[src/rtl/pipe_stage_chain_if.sv]
// pipe_stage_chain_if: producer/consumer ready/valid bundle.
// master = the surrounding logic, slave = the pipeline chain.
interface pipe_stage_chain_if #(
    parameter int WIDTH = 32
);
    logic             in_valid;
    logic [WIDTH-1:0] in_data;
    logic             in_ready;
    logic             out_valid;
    logic [WIDTH-1:0] out_data;
    logic             out_ready;

    modport master (
        output in_valid, in_data, out_ready,
        input  in_ready, out_valid, out_data
    );

    modport slave (
        input  in_valid, in_data, out_ready,
        output in_ready, out_valid, out_data
    );
endinterface

[src/rtl/pipe_stage_chain.sv]
// pipe_stage_chain: parametrised pipeline register chain with
// per-stage stall/flush, rigid or bubble-collapsing back-pressure.
module pipe_stage_chain #(
    parameter int WIDTH    = 32,
    parameter int STAGES   = 4,
    parameter int COLLAPSE = 0,
    parameter int CNT_W    = 16
) (
    input  logic                        clk,
    input  logic                        rst,
    pipe_stage_chain_if.slave           bus,
    input  logic [STAGES-1:0]           stall,
    input  logic [STAGES-1:0]           flush,
    output logic [STAGES-1:0]           stage_valid,
    output logic [STAGES*WIDTH-1:0]     stage_data,
    output logic [$clog2(STAGES+1)-1:0] occupancy,
    output logic [CNT_W-1:0]            kill_cnt
);
    localparam int OW = $clog2(STAGES + 1);

    logic [STAGES-1:0]            valid_q;
    logic [STAGES-1:0][WIDTH-1:0] data_q;
    logic [STAGES-1:0]            blocked;
    logic [STAGES-1:0]            inc_v;
    logic [STAGES-1:0][WIDTH-1:0] inc_d;
    logic [OW-1:0]                kills;
    logic [CNT_W-1:0]             kill_nxt;

    // Back-pressure chain, resolved from the oldest stage down to stage 0.
    always_comb begin
        logic blk;
        blocked = '0;
        if (COLLAPSE != 0)
            blk = stall[STAGES-1] | (valid_q[STAGES-1] & ~bus.out_ready);
        else
            blk = stall[STAGES-1] | ~bus.out_ready;
        blocked[STAGES-1] = blk;
        for (int i = STAGES - 2; i >= 0; i--) begin
            if (COLLAPSE != 0)
                blk = stall[i] | (valid_q[i] & blk);
            else
                blk = stall[i] | blk;
            blocked[i] = blk;
        end
    end

    // Item each stage would take; a blocked feeder hands over a bubble.
    always_comb begin
        inc_v    = '0;
        inc_d    = '0;
        inc_v[0] = bus.in_valid;
        inc_d[0] = bus.in_data;
        for (int i = 1; i < STAGES; i++) begin
            inc_v[i] = valid_q[i-1] & ~blocked[i-1];
            inc_d[i] = data_q[i-1];
        end
    end

    // Valid items destroyed this cycle, added to a saturating total.
    always_comb begin
        logic [CNT_W:0] sum;
        kills = '0;
        for (int i = 0; i < STAGES; i++) begin
            if (flush[i] && (blocked[i] ? valid_q[i] : inc_v[i]))
                kills = kills + OW'(1);
        end
        sum      = {1'b0, kill_cnt} + (CNT_W + 1)'(kills);
        kill_nxt = sum[CNT_W] ? '1 : sum[CNT_W-1:0];
    end

    // Stage registers: flush beats hold, hold beats advance.
    always_ff @(posedge clk or negedge rst) begin
        if (!rst) begin
            valid_q  <= '0;
            data_q   <= '0;
            kill_cnt <= '0;
        end else begin
            for (int i = 0; i < STAGES; i++) begin
                if (flush[i]) begin
                    valid_q[i] <= 1'b0;
                    data_q[i]  <= '0;
                end else if (!blocked[i]) begin
                    valid_q[i] <= inc_v[i];
                    data_q[i]  <= inc_v[i] ? inc_d[i] : '0;
                end
            end
            kill_cnt <= kill_nxt;
        end
    end

    // Occupancy is the population count of the valid bits.
    always_comb begin
        occupancy = '0;
        for (int i = 0; i < STAGES; i++)
            occupancy = occupancy + OW'(valid_q[i]);
    end

    assign stage_valid   = valid_q;
    assign stage_data    = data_q;
    assign bus.in_ready  = ~blocked[0];
    assign bus.out_valid = valid_q[STAGES-1] & ~stall[STAGES-1];
    assign bus.out_data  = data_q[STAGES-1];
endmodule

[src/flat_wrapper.sv]
// flat-port wrapper written by rule: the top's interface ports become plain ports
module pipe_stage_chain_flat 
#(
    parameter int WIDTH    = 32,
    parameter int STAGES   = 4,
    parameter int COLLAPSE = 0,
    parameter int CNT_W    = 16
)
  (clk, rst, stall, flush, stage_valid, stage_data, occupancy, kill_cnt, bus_in_valid, bus_in_data, bus_out_ready, bus_in_ready, bus_out_valid, bus_out_data);
  pipe_stage_chain_if #(.WIDTH(WIDTH)) bus_i ();
  input  logic clk;
  input  logic rst;
  input  logic [STAGES-1:0] stall;
  input  logic [STAGES-1:0] flush;
  output logic [STAGES-1:0] stage_valid;
  output logic [STAGES*WIDTH-1:0] stage_data;
  output logic [$clog2(STAGES+1)-1:0] occupancy;
  output logic [CNT_W-1:0] kill_cnt;
  input wire logic [$bits(bus_i.in_valid)-1:0] bus_in_valid;
  input wire logic [$bits(bus_i.in_data)-1:0] bus_in_data;
  input wire logic [$bits(bus_i.out_ready)-1:0] bus_out_ready;
  output wire logic [$bits(bus_i.in_ready)-1:0] bus_in_ready;
  output wire logic [$bits(bus_i.out_valid)-1:0] bus_out_valid;
  output wire logic [$bits(bus_i.out_data)-1:0] bus_out_data;
  assign bus_i.in_valid = bus_in_valid;
  assign bus_i.in_data = bus_in_data;
  assign bus_i.out_ready = bus_out_ready;
  assign bus_in_ready = bus_i.in_ready;
  assign bus_out_valid = bus_i.out_valid;
  assign bus_out_data = bus_i.out_data;
  pipe_stage_chain #(.WIDTH(WIDTH), .STAGES(STAGES), .COLLAPSE(COLLAPSE), .CNT_W(CNT_W)) u_core (.clk(clk), .rst(rst), .bus(bus_i), .stall(stall), .flush(flush), .stage_valid(stage_valid), .stage_data(stage_data), .occupancy(occupancy), .kill_cnt(kill_cnt));
endmodule
[config.mk]
export PLATFORM = sky130hd
export DESIGN_NAME = pipe_stage_chain_flat
export DESIGN_NICKNAME = d
export VERILOG_FILES = /design/src/rtl/pipe_stage_chain_if.sv /design/src/rtl/pipe_stage_chain.sv /design/src/flat_wrapper.sv
export SDC_FILE = /design/constraint.sdc
export NUM_CORES = 1
export LEC_CHECK = 0
export ABC_AREA = 1
export CAP_MARGIN = 10
export CORE_AREA = 2 2 139 175
export DETAILED_ROUTE_END_ITERATION = 8
export DIE_AREA = 0 0 141 177
export PLACE_DENSITY = 0.54
export SYNTH_ARGS = -nofsm -noshare
export SYNTH_HDL_FRONTEND = slang
export SYNTH_SLANG_ARGS = --single-unit
[constraint.sdc]
create_clock -name clk -period 5.1 [get_ports clk]
set_clock_uncertainty 0.1 [all_clocks]
set_input_delay 1.275 -clock clk [delete_from_list [all_inputs] [get_ports clk]]
set_output_delay 1.275 -clock clk [all_outputs]
set_load 0.05 [all_outputs]
Word level (Yosys, flattened, before mapping). Index checks and enable logic that the tools add are counted.

Register bits after elaboration: 148. Input bits: 44. Output and inout port bits: 185. Logic and storage cells: 59.

$add $sub $neg: 7. Equal/unequal tests: 4. Multiplexer cells: 25. Bitwise operators: 13. Reduce and logical (&&, ||, !) cells: 4.

Operator list (count): two-way mux 32 bit (12); adder 16 x 3 -> 17 bit (1); two-way mux 16 bit (1); two-way mux 1 bit (9); two-way mux 3 bit (3); inequality test 2 bit (second input constant) (4); adder 3 x 1 -> 3 bit (2); adder 3 x 1 -> 3 bit (second input constant) (2); NOT 1 bit (5); bitwise AND 1 bit (4); logical AND 1 bit (4); OR 1 bit (4); adder 1 x 1 -> 2 bit (1); adder 1 x 1 -> 2 bit (second input constant) (1).

Depth between registers and ports, before layout. Gate-level depths: netlist (run 1).

Word-level depth: 16. Gate-level depth with buffers: 26. Mapped depth without buffers: 26.

Least setup slack after synthesis (run 1). OpenSTA, ideal clock, no wires.

Kind: input to register. From: input port bus_out_ready. To: register u_core.kill_cnt[5]. Setup time: 70 ps. Arrival: 4209 ps. Required time: 4930 ps. Slack: 721 ps. Stages: 21. Buffers on the path: 1. Cell sequence: inv_2 > nor2_4 > nand2_2 > nor2_4 > nand2_4 > o21ai_0 > nor2_1 > ha_1 > nand4_1 > nand2_1 > inv_1 > ha_1 > or2_2 > nand2_1 > fa_1 > inv_1 > nand2_1 > a21oi_2 > nand4_2 > buf_2 > nand3_1.

Cells in the longest elaborated chain, start to end: 16. Elaborated cells on any way between the ends: 28. Those cells by class: add/sub: 4; mux: 9; bitwise: 11; reduce/logical: 4.

RTL lines: start, declared (RTL line flat_wrapper.sv:21) `input wire logic [$bits(bus_i.out_ready)-1:0] bus_out_ready;`; NOT 1 bit * (RTL line pipe_stage_chain.sv:36) `blk = stall[STAGES-1] | ~bus.out_ready;`; OR 1 bit * (RTL line pipe_stage_chain.sv:36); OR 1 bit (3 in series) (RTL line pipe_stage_chain.sv:42) `blk = stall[i] | blk;`; two-way mux 1 bit or NOT 1 bit (tied branches) (RTL line pipe_stage_chain.sv:64, pipe_stage_chain.sv:54); logical AND 1 bit or bitwise AND 1 bit (tied branches) (RTL line pipe_stage_chain.sv:64, pipe_stage_chain.sv:54); two-way mux 1 bit (RTL line pipe_stage_chain.sv:64) `if (flush[i] && (blocked[i] ? valid_q[i] : inc_v[i]))`; adder 1 x 1 -> 2 bit or logical AND 1 bit (tied branches) (RTL line pipe_stage_chain.sv:65, pipe_stage_chain.sv:64); two-way mux 3 bit (RTL line pipe_stage_chain.sv:64); adder 3 x 1 -> 3 bit (RTL line pipe_stage_chain.sv:65) `kills = kills + OW'(1);`; two-way mux 3 bit (RTL line pipe_stage_chain.sv:64); adder 3 x 1 -> 3 bit (RTL line pipe_stage_chain.sv:65); two-way mux 3 bit * (RTL line pipe_stage_chain.sv:64); adder 16 x 3 -> 17 bit * (RTL line pipe_stage_chain.sv:67) `sum = {1'b0, kill_cnt} + (CNT_W + 1)'(kills);`; two-way mux 16 bit * (RTL line pipe_stage_chain.sv:68) `kill_nxt = sum[CNT_W] ? '1 : sum[CNT_W-1:0];`; via u_core.kill_nxt[5] (RTL line pipe_stage_chain.sv:27) `logic [CNT_W-1:0] kill_nxt;`; end signal, assigned (RTL line pipe_stage_chain.sv:87) `kill_cnt <= kill_nxt;`; end, declared (RTL line pipe_stage_chain.sv:17) `output logic [CNT_W-1:0] kill_cnt`.

The timed path passes the listed nets; every way through them passes the cells marked *. A chain may end at the register's enable or synchronous reset.

Final worst setup path (run 1).
From: input port stall[3]. To: register u_core.kill_cnt[14].

Cells in the longest elaborated chain, start to end: 15. Elaborated cells on any way between the ends: 27. Those cells by class: add/sub: 4; mux: 9; bitwise: 10; reduce/logical: 4.

RTL lines: start, declared (RTL line flat_wrapper.sv:13) `input logic [STAGES-1:0] stall;`; OR 1 bit * (RTL line pipe_stage_chain.sv:36); OR 1 bit (3 in series) (RTL line pipe_stage_chain.sv:42); two-way mux 1 bit or NOT 1 bit (tied branches) (RTL line pipe_stage_chain.sv:64, pipe_stage_chain.sv:54); logical AND 1 bit or bitwise AND 1 bit (tied branches) (RTL line pipe_stage_chain.sv:64, pipe_stage_chain.sv:54); two-way mux 1 bit (RTL line pipe_stage_chain.sv:64); adder 1 x 1 -> 2 bit or logical AND 1 bit (tied branches) (RTL line pipe_stage_chain.sv:65, pipe_stage_chain.sv:64); two-way mux 3 bit (RTL line pipe_stage_chain.sv:64); adder 3 x 1 -> 3 bit (RTL line pipe_stage_chain.sv:65); two-way mux 3 bit (RTL line pipe_stage_chain.sv:64); adder 3 x 1 -> 3 bit (RTL line pipe_stage_chain.sv:65); two-way mux 3 bit * (RTL line pipe_stage_chain.sv:64); adder 16 x 3 -> 17 bit * (RTL line pipe_stage_chain.sv:67); two-way mux 16 bit * (RTL line pipe_stage_chain.sv:68); via u_core.kill_nxt[14] (RTL line pipe_stage_chain.sv:27).

Marks and branches as above.

==> results of run 1 <==
flip-flops by register name (all words and copies together), names as in the netlist:
signal / flops
u_core.stage_valid: 4
u_core.bus.out_data: 32
u_core.kill_cnt: 16
u_core.stage_data: 96
metal layers:
metal / track usage, % / vias to the layer above / part of all wire [%]
met2: 27.32 / 178 / 48
li1: - / 2855 / -
met1: 24.48 / 2932 / 46
met4: 6.208 / 0 / 2.1
met5: 0 / - / 0
met3: 3.680 / 29 / 4.1
layout make-up:
cell class / count / area, sq um
Clock buffer: 17 / 425.4
Clock inverter: 15 / 188.9
Fill cell: 2313 / 13620
Inverter: 104 / 390.4
Multi-Input combinational cell: 431 / 2302
Sequential cell: 148 / 3704
Tap cell: 292 / 365.4
Timing Repair Buffer: 242 / 2411
how the worst max path moves through the flow:
stage	to	slack, ns	cells past startpoint
final	u_core.kill_cnt[14]	0.42	21
after global routing	u_core.kill_cnt[14]	0.07	22
after CTS	u_core.kill_cnt[14]	0.42	21
after detailed placement	u_core.kill_cnt[14]	0.002	21
after global placement	u_core.kill_cnt[15]	0.09	22
after floorplan	u_core.kill_cnt[5]	0.72	21
report_power, final:
group / switching (mW) / total, mW / internal [mW]
combinational: 0.256 / 0.376 / 0.121
sequential: 0.0359 / 1.24 / 1.20
clock: 0.493 / 1.31 / 0.812
total: 0.785 / 2.92 / 2.14
metrics by stage:
stage / instances / worst slack [ns]
final: 1249 / 0.4169
after global routing: 1249 / 0.07235
after CTS: 1249 / 0.4210
after detailed placement: 1217 / 0.001922
after global placement: 1217 / 0.09107
after floorplan: 761 / 0.7214
synthesized netlist by cell type:
cell / n
o32ai_1: 32
buf_6: 6
dfrtp_1: 148
nor2_1: 17
or2_2: 2
nor2_4: 3
a21o_1: 1
o21ai_0: 14
nor2_8: 1
nand2_4: 1
nand2_1: 120
a21oi_2: 1
xor2_1: 4
buf_4: 35
nand4_2: 1
inv_2: 3
fa_1: 2
inv_1: 101
buf_2: 6
nand3b_1: 3
ha_1: 9
nand2_2: 1
nor3_2: 1
nand3_1: 181
clkbuf_1: 21
nor3_1: 6
nor3b_1: 1
o21ai_1: 23
buf_1: 10
nand4_1: 7
cells by family (layout without fill, tap and decap cells):
logic type	after synthesis	in the layout	synth area share, %
simple gates	345	345	23.73
buf+inv	182	378	12.62
flops	148	148	53.91
compound gates	71	71	7.012
fa+ha+maj	11	11	2.222
xor+xnor	4	4	0.5099
worst max-delay path, delay by kind of cell:
family | cells | cell delay [ns]
compound gates | 2 | 0.49
fa+ha+maj | 3 | 1.00
buf+inv | 4 | 0.83
simple gates | 12 | 1.34
cells in the final DEF (no fill, tap or decap), types with 6 or more instances in the layout:
| master | netlist | routed |
|---|---|---|
| nor3_1 | 6 | 6 |
| clkdlybuf4s50_1 | 0 | 226 |
| nand4_1 | 7 | 7 |
| clkinv_2 | 0 | 6 |
| nand3_1 | 181 | 181 |
| nand2_1 | 120 | 120 |
| dfrtp_1 | 148 | 148 |
| buf_4 | 35 | 13 |
| inv_1 | 101 | 100 |
| o21ai_1 | 23 | 23 |
| o32ai_1 | 32 | 32 |
| clkbuf_16 | 0 | 17 |
| ha_1 | 9 | 9 |
| o21ai_0 | 14 | 14 |
| nor2_1 | 17 | 16 |
==> results.json, run 1 <==
{
  "status": "finished, final reports clean",
  "worstHoldPathType": "register to register",
  "syn-cell-area_sq_um": 6870,
  "synth.yosys.warnings": 0,
  "globalRouteOverflowTotal": 0,
  "category_of_the_most_critical_setup_path": "primary input to register",
  "floorplan_die_area_sq_um": 24960,
  "grt_antenna_before_repair": 0,
  "layout.core_utilization_pct": 41.80,
  "worst_slew_pin_slew_ns": 0.8942,
  "final_hold_slack_ns": 0.4234,
  "start_point_of_the_critical_path": "stall[3]",
  "critPathRequiredTime_ns": 5.36,
  "clock.fmax_ghz": 0.2135,
  "worst_r2r_end": "u_core.kill_cnt[14]",
  "floorplan.core_area_sq_um": 23410,
  "design_area_sq_um": 9787,
  "reg2regPathDepth": 18,
  "initial_core_util_pct": 29.35,
  "via_density": 4.799,
  "remaining_drc_errors": 0,
  "synth_sequential_area_ratio_pct": 53.91,
  "min_from": "u_core.kill_cnt[15]",
  "post_route_cells_drive_above_1_share_pct": 6.688,
  "synth_top_area_cell": "dfrtp_1",
  "grt_start_max_net_pins": 92,
  "row_count": 63,
  "floorplan.io_pins": 229,
  "cts.clk_slew.worst_paths_ns": 0.06,
  "die_x_microns": 141,
  "cts_resized": 0,
  "timing.max_slew.rel_slack_pct": 40.39,
  "finalWeightedCongestion": 0.8696,
  "postSynthCellCount": 761,
  "antennaDiodeCount": 0,
  "cpPeakStageDelay_ns": 0.48,
  "timing.critical_path.cells": "clkdlybuf4s50_1 > nor2_4 > nand2_2 > nor2_4 > nand2_4 > o21ai_0 > nor2_1 > ha_1 > nand4_1 > nand2_1 > inv_1 > ha_1 > or2_2 > nand2_1 > fa_1 > inv_1 > nand2_1 > a21oi_2 > nand4_2 > buf_4 > nand3_1",
  "grt_pass1_vias": 5771,
  "min_period_ns": 4.683,
  "syn-mean-instance-area_sq_um": 9.028,
  "worstSetupStartpointType": "primary input",
  "cpMaxStageDelayCell": "clkdlybuf4s50_1",
  "number_of_buffers_added_for_setup_after_cts": 0,
  "power.ir.vdd_worst_v": 0.0002413,
  "drtIter0Drc": 328,
  "number_of_synthesized_register_bits": 148,
  "syn_nets": 816,
  "floorplan.die.height_microns": 177,
  "wl_per_cell_microns": 17.31,
  "clkLatencyLatePin_ns": 0.42,
  "crit_arrival_ns": 4.94,
  "place.detailed.hpwl_microns": 15480,
  "critical_path_maximum_fanout": 10,
  "buffer_ports.inserted": 228,
  "cpMostUsedCell": "nand2_1",
  "post_detailed_routing_wire_length_microns": 21620,
  "report.power.total_mw": 2.920,
  "drt.antenna.violating_nets": 0,
  "leakage_power_of_the_design_nw": 4.450,
  "clock_sink_count": 148,
  "worst_r2r_start": "u_core.stage_valid[0]",
  "syn_to_final_growth_pct": 42.45,
  "drv_slew": 0,
  "wire_length_of_the_first_global_routing_pass_microns": 34000,
  "cts_root_buffer": "clkbuf_16",
  "hold_path_depth": 2,
  "layout_worst_path_cycle_share_pct": 91.83,
  "drv_cap": 0,
  "timing.hold.worst_endpoint": "u_core.kill_cnt[15]",
  "cts_buffers": 17,
  "number_of_buffers_added_to_fix_hold_violations_after_cts": 0,
  "gr-usage-all-layers_pct": 17.61,
  "final-hold-violation-count": 0,
  "final.setup.tns_ns": 0,
  "crit_path_end_kind": "register",
  "grt_setup_unrepaired": "false",
  "vias": 5994,
  "final_net_count": 999,
  "power_density_nw_per_um2": 298.4,
  "synth.top_cell.area_share_pct": 53.91,
  "tritoncts": "yes",
  "finalSetupViolCount": 0,
  "synth.distinct_cells": 30,
  "h_tree_depth": 4,
  "detailedRoute.firstPassIterationCount": 5,
  "cts-root-to-sink-buffers": 2,
  "yosys-top-cells-area": "dfrtp_1, nand3_1, nand2_1",
  "placed_instance_area_sq_um": 9173,
  "r2r_setup_slack_ns": 1.71
}
Note: power is estimated with default switching activity, not from simulation.
==> run 2, diff against run 1 <==
--- a/config.mk
+++ b/config.mk
@@ -5,12 +5,11 @@
 export SDC_FILE = /design/constraint.sdc
 export NUM_CORES = 1
 export LEC_CHECK = 0
-export ABC_AREA = 1
 export CAP_MARGIN = 10
-export CORE_AREA = 2 2 139 175
+export CORE_AREA = 2 2 131 164
 export DETAILED_ROUTE_END_ITERATION = 8
-export DIE_AREA = 0 0 141 177
-export PLACE_DENSITY = 0.54
+export DIE_AREA = 0 0 133 166
+export PLACE_DENSITY = 0.55
 export SYNTH_ARGS = -nofsm -noshare
 export SYNTH_HDL_FRONTEND = slang
 export SYNTH_SLANG_ARGS = --single-unit
==> results.json, run 2 <==
{
  "status": "finished, final reports clean",
  "h_tree_depth": 4,
  "floorplan.core_area_sq_um": 20600,
  "final_net_count": 728,
  "power.ir.vdd_worst_v": 0.0002039,
  "gr-usage-all-layers_pct": 16.76,
  "layout_commonest_cell": "clkdlybuf4s50_1",
  "critPathTopFamily": "simple AND/OR/NAND/NOR gates",
  "synth_sequential_area_ratio_pct": 61.11,
  "clock.fmax_ghz": 0.1986,
  "finalWeightedCongestion": 0.8074,
  "critPathRequiredTime_ns": 5.32,
  "grt_start_max_net_pins": 92,
  "synth.top_cells.by_count": "dfrtp_1, a22o_1, buf_4",
  "antennaDiodeCount": 0,
  "floorplan.die.height_microns": 166,
  "cpPeakStageDelay_ns": 0.49,
  "die_x_microns": 133,
  "r2r_setup_slack_ns": 1.33,
  "final.setup.tns_ns": 0,
  "worstHoldPathType": "register to register",
  "leakage_power_of_the_design_nw": 4.158,
  "min_period_ns": 5.034,
  "critical_path.n_buffers_inverters": 1,
  "layout.core_utilization_pct": 44.94,
  "synth.top_cell.area_share_pct": 61.11,
  "dominantRegCellSynth": "dfrtp_1",
  "remaining_drc_errors": 0,
  "fill_cells": 1848,
  "number_of_synthesized_register_bits": 148,
  "vias": 4657,
  "buffer_ports.inserted": 228,
  "category_of_the_most_critical_setup_path": "primary input to register",
  "synth.distinct_cells": 43,
  "power_density_nw_per_um2": 287.0,
  "row_count": 59,
  "globalRouteOverflowTotal": 0,
  "crit_arrival_ns": 5.25,
  "cts.clk_slew.worst_paths_ns": 0.07,
  "syn-cell-area_sq_um": 6061,
  "cpMaxStageDelayCell": "or4_4",
  "clock_sink_count": 148,
  "drt.antenna.violating_nets": 0,
  "synth-edff-count": 0,
  "post_detailed_routing_wire_length_microns": 18430,
  "commonest_non_fill_non_tap_cells_in_the_layout": "clkdlybuf4s50_1, dfrtp_1, a22o_1, buf_4, clkbuf_16",
  "synth.yosys.warnings": 0,
  "yosys-top-cells-area": "dfrtp_1, a22o_1, buf_4",
  "drv_cap": 0,
  "finalSetupViolCount": 0,
  "place.detailed.hpwl_microns": 12930,
  "timing.max_slew.rel_slack_pct": 37.88,
  "crit_path_end_kind": "register",
  "syn_to_final_growth_pct": 52.70,
  "wl_per_cell_microns": 19.19,
  "postSynthCellCount": 456,
  "critical_path_maximum_fanout": 5,
  "post_route_non_filler_standard_cell_count": 960,
  "detailedRoute.firstPassIterationCount": 4,
  "syn_nets": 511,
  "via_density": 4.851,
  "floorplan_die_area_sq_um": 22080,
  "synthArstFlopShare_pct": 100.0,
  "post_route_cells_drive_above_1_share_pct": 13.85,
  "synth.most_common_cell": "dfrtp_1",
  "initial_core_util_pct": 29.43,
  "worstSetupStartpointType": "primary input",
  "grt_pass1_vias": 4853,
  "cts_buffers": 17,
  "layout_worst_path_cycle_share_pct": 98.71,
  "floorplan.io_pins": 229,
  "tritoncts": "yes",
  "grt_antenna_before_repair": 0,
  "drv_slew": 0,
  "final-hold-violation-count": 0,
  "clkLatencyLatePin_ns": 0.43,
  "largest_register_ff_count": 96,
  "post-place-cells": 924,
  "number_of_buffers_added_to_fix_hold_violations_after_cts": 0,
  "worst_slew_pin_slew_ns": 0.9296,
  "cts-root-to-sink-buffers": 2,
  "wire_length_of_the_first_global_routing_pass_microns": 28520,
  "synth_top_area_cell": "dfrtp_1",
  "timing.critical_path.cells": "clkdlybuf4s50_1 > or3b_4 > nor3_4 > mux2i_2 > nor2b_2 > ha_4 > xor2_2 > ha_1 > mux2_4 > ha_4 > a211oi_4 > or4_4 > or3_4 > mux2_4",
  "syn-mean-instance-area_sq_um": 13.29,
  "drtIter0Drc": 160,
  "cts_root_buffer": "clkbuf_16"
}
==> run 2: changes by cell type after synthesis, sizes merged, moves of 7 or more <==
cell,before,now
o21ai,37,6
inv,104,4
nor2b,0,11
nand3,181,9
nand2,122,16
o32ai,32,0
a22o,0,128
buf,57,44
nand4,8,1
nor2,21,11
==> run 2: through the flow <==
| stage | power (mW) | hold WS, ns | setup slack, ns | area [sq um] |
|---|---|---|---|---|
| global placement | 1.420 | 0.4092 | -0.4503 | 8573 |
| finish | 2.656 | 0.4128 | 0.06584 | 9255 |
| global route | 2.753 | 0.4377 | -0.02051 | 9255 |
| floorplan | 1.306 | 0.7264 | -0.3758 | 6083 |
| detailed placement | 1.423 | 0.4111 | -0.5533 | 8573 |
| CTS | 2.687 | 0.4241 | 0.01386 | 9176 |
==> run 2: layout make-up <==
class	count	area, sq um	share of cell area [%]
Clock buffer	18	439.2	4.745
Timing Repair Buffer	261	2534	27.38
Clock inverter	14	150.1	1.622
Tap cell	274	342.8	3.704
Multi-Input combinational cell	241	2071	22.37
Sequential cell	148	3704	40.02
Inverter	4	15.01	0.1622
==> run 2: path summary, 6_finish.rpt <==
path	cells after the start	to	startpoint
max	14	u_core.kill_cnt[15]	stall[3]
min	1	u_core.stage_data[82]	u_core.stage_data[50]
max reg2reg	14	u_core.kill_cnt[15]	u_core.stage_valid[0]
min reg2reg	1	u_core.stage_data[82]	u_core.stage_data[50]
max in group asynchronous	2	u_core.stage_data[43]	rst
min in group asynchronous	1	u_core.stage_data[22]	rst
==> run 2: worst reg2reg max path: cells and delay by family, from the launching register on <==
| kind | cells | cell delay, ns |
|---|---|---|
| adders and majority gates | 3 | 0.68 |
| AOI/OAI and AO/OA | 1 | 0.06 |
| buffers and inverters | 2 | 0.19 |
| DFF | 1 | 0.44 |
| and+or+nand+nor | 4 | 1.29 |
| muxes | 4 | 0.91 |
==> run 2: power breakdown <==
group          total (mW)  switching (mW)  internal (mW)
logic               0.204           0.127         0.0764
registers            1.20          0.0124           1.19
clock network        1.25           0.515          0.739
total                2.66           0.655           2.00
==> run 2: cell families after synthesis <==
logic type               share of synthesized area [%]
multiplexers                                     1.424
adder cells (fa/ha/maj)                          2.519
flip-flops                                       61.11
buffers and inverters                            6.627
AO/OA/AOI/OAI                                    20.11
AND/OR/NAND/NOR                                  6.772
XOR/XNOR                                         1.445
==> run 2: timing repair <==
item / 4_1_cts / 5_1_grt
pin swaps: 0 / 7
gates resized for setup: 2 / 12
endpoints found under the hold margin: 0 / 0
buffers inserted: 1 / 3
setup endpoints to repair: 3 / 6
==> run 2: routing by layer <==
metal / part of all wire [%] / track usage, % / vias up / wire, microns
met5: 0 / 0 / - / 0
met4: 1.5 / 4.956 / 0 / 276
li1: - / - / 2107 / -
met3: 5.2 / 4.487 / 19 / 954
met1: 42 / 20.41 / 2377 / 7650
met2: 52 / 29.04 / 154 / 9544
==> run 3, diff against run 2 <==
--- a/config.mk
+++ b/config.mk
@@ -6,10 +6,11 @@
 export NUM_CORES = 1
 export LEC_CHECK = 0
 export CAP_MARGIN = 10
-export CORE_AREA = 2 2 131 164
+export CORE_AREA = 2 2 114 143
 export DETAILED_ROUTE_END_ITERATION = 8
-export DIE_AREA = 0 0 133 166
-export PLACE_DENSITY = 0.55
+export DIE_AREA = 0 0 116 145
+export HOLD_SLACK_MARGIN = 0.15
+export PLACE_DENSITY = 0.7
 export SYNTH_ARGS = -nofsm -noshare
 export SYNTH_HDL_FRONTEND = slang
 export SYNTH_SLANG_ARGS = --single-unit
==> constraint.sdc (replaced) <==
create_clock -name clk -period 4.8 [get_ports clk]
set_clock_uncertainty 0.1 [all_clocks]
set_input_delay 1.2 -clock clk [delete_from_list [all_inputs] [get_ports clk]]
set_output_delay 1.2 -clock clk [all_outputs]
set_load 0.05 [all_outputs]
==> results.json, run 3 (synthesis gave the netlist of run 2 again) <==
{
  "status": "finished, final reports clean",
  "worst_slew_pin_slew_ns": 0.7953,
  "finalSetupViolCount": 0,
  "crit_arrival_ns": 4.94,
  "buffer_ports.inserted": 228,
  "met2WireLength_microns": 8958,
  "post_route_cells_drive_above_1_share_pct": 14.02,
  "layout_commonest_cell": "clkdlybuf4s50_1",
  "finalWeightedCongestion": 0.8564,
  "floorplan.core_area_sq_um": 15440,
  "wire_length_of_the_first_global_routing_pass_microns": 27120,
  "floorplan_die_area_sq_um": 16820,
  "place.detailed.hpwl_microns": 12510,
  "fill_cells": 1292,
  "power.ir.vdd_worst_v": 0.0001860,
  "worstHoldPathType": "register to register",
  "clkLatencyLatePin_ns": 0.41,
  "largest_register_ff_count": 96,
  "clock.fmax_ghz": 0.2109,
  "layout.core_utilization_pct": 59.39,
  "tritoncts": "yes",
  "floorplan.die.height_microns": 145,
  "multiInputGateArea_sq_um": 2026,
  "antennaDiodeCount": 0,
  "placed_instance_area_sq_um": 8531,
  "remaining_drc_errors": 0,
  "power_density_nw_per_um2": 304.3,
  "vias": 4758,
  "globalRouteOverflowTotal": 0,
  "wl_per_cell_microns": 19.26,
  "commonest_non_fill_non_tap_cells_in_the_layout": "clkdlybuf4s50_1, dfrtp_1, a22o_1, buf_4, clkbuf_16",
  "drtIter0Drc": 329,
  "post_detailed_routing_wire_length_microns": 17410,
  "drt.antenna.violating_nets": 0,
  "critical_path_maximum_fanout": 4,
  "cts.clk_slew.worst_paths_ns": 0.07,
  "drv_slew": 0,
  "detailedRoute.firstPassIterationCount": 4,
  "grt_setup_unrepaired": "true",
  "gr-usage-all-layers_pct": 20.82,
  "wl_met3_microns": 1162,
  "highest_routed_layer": "met4",
  "grt_start_max_net_pins": 86,
  "row_count": 51,
  "syn_to_final_growth_pct": 51.32,
  "register_area_sq_um": 3704,
  "drv_cap": 0,
  "crit_path_end_kind": "register",
  "timing.max_slew.rel_slack_pct": 46.98,
  "min_period_ns": 4.742,
  "design_area_sq_um": 9171,
  "category_of_the_most_critical_setup_path": "primary input to register",
  "grt_pass1_vias": 4769,
  "h_tree_depth": 4,
  "clock_sink_count": 148,
  "final_net_count": 734,
  "via_density": 5.263,
  "leakage_power_of_the_design_nw": 4.153,
  "cts_root_buffer": "clkbuf_16",
  "final-hold-violation-count": 0,
  "grt_antenna_before_repair": 0,
  "post_route_non_filler_standard_cell_count": 904,
  "post-place-cells": 868,
  "initial_core_util_pct": 39.25,
  "cts_buffers": 17,
  "cts-root-to-sink-buffers": 2,
  "layout_worst_path_cycle_share_pct": 98.80,
  "worstSetupStartpointType": "primary input",
  "detail_route.wirelength.met1_microns": 6996,
  "die_x_microns": 116,
  "critPathRequiredTime_ns": 5.00,
  "floorplan.io_pins": 229
}
[run 3: changes by cell type in the layout (fill, tap and decap cells not counted), moves of 3 or more]
cell,delta
clkinv_4,+3
nor2_4,-3
buf_4,+6
nor2_2,+3
clkinv_2,-3
[run 3: area by class of cell]
type / count / area share (%)
inverters: 4 / 0.1637
well taps: 212 / 2.892
flip-flops and latches: 148 / 40.38
clock inverters: 13 / 1.501
multi-input cells: 241 / 22.09
clock buffers: 19 / 4.939
repair buffers: 267 / 28.04
[run 3: critical path, stage by stage]
cell and delay (ns):
clkdlybuf4s15_1 0.21, or3b_4 0.46, nor3_4 0.15, mux2i_1 0.26, nor2b_1 0.10, ha_1 0.35, xor2_2 0.17, ha_1 0.29
mux2_4 0.29, ha_4 0.28, a211oi_4 0.06, or4_4 0.49, or3_4 0.34, mux2_4 0.29
[run 3: through the flow]
step	power, mW	worst slack (ns)	hold slack (ns)	setup TNS [ns]
after floorplan	1.389	-0.5997	0.7264	-1.783
after global placement	1.509	-0.6175	0.4067	-5.048
after detailed placement	1.513	-0.7582	0.4042	-7.521
after CTS	2.819	0.01181	0.4198	0
after global routing	2.896	-0.03107	0.4315	-0.04391
final	2.791	0.05771	0.4155	0
[run 3: path summary, 6_finish.rpt]
path / slack (ns) / cells past startpoint / endpoint / start
max: 0.06 / 14 / u_core.kill_cnt[15] / stall[3]
min: 0.42 / 1 / u_core.stage_data[95] / u_core.stage_data[63]
max reg2reg: 1.11 / 13 / u_core.kill_cnt[15] / u_core.stage_valid[0]
min reg2reg: 0.42 / 1 / u_core.stage_data[95] / u_core.stage_data[63]
max in group asynchronous: 2.86 / 2 / u_core.stage_data[90] / rst
min in group asynchronous: 0.70 / 1 / u_core.bus.out_data[30] / rst
[run 3: repair_timing]
item,4_1_cts,5_1_grt
gates resized for setup,7,2
hold buffers,0,0
pin swaps,7,4
endpoints found under the setup margin,9,6
setup buffers,2,2
[run 3: routing by layer]
metal / global-route usage (%) / vias to the layer above
met1: 26.11 / 2434
met3: 5.347 / 20
li1: - / 2106
met5: 0 / -
met2: 35.50 / 198
met4: 5.536 / 0
[run 3: power breakdown]
group | total, mW | leakage [nW] | internal (mW) | switching (mW)
Combinational | 0.218 | 1.81 | 0.0835 | 0.135
Clock | 1.30 | 0.285 | 0.758 | 0.542
Sequential | 1.27 | 2.06 | 1.26 | 0.0130
Total | 2.79 | 4.15 | 2.10 | 0.689
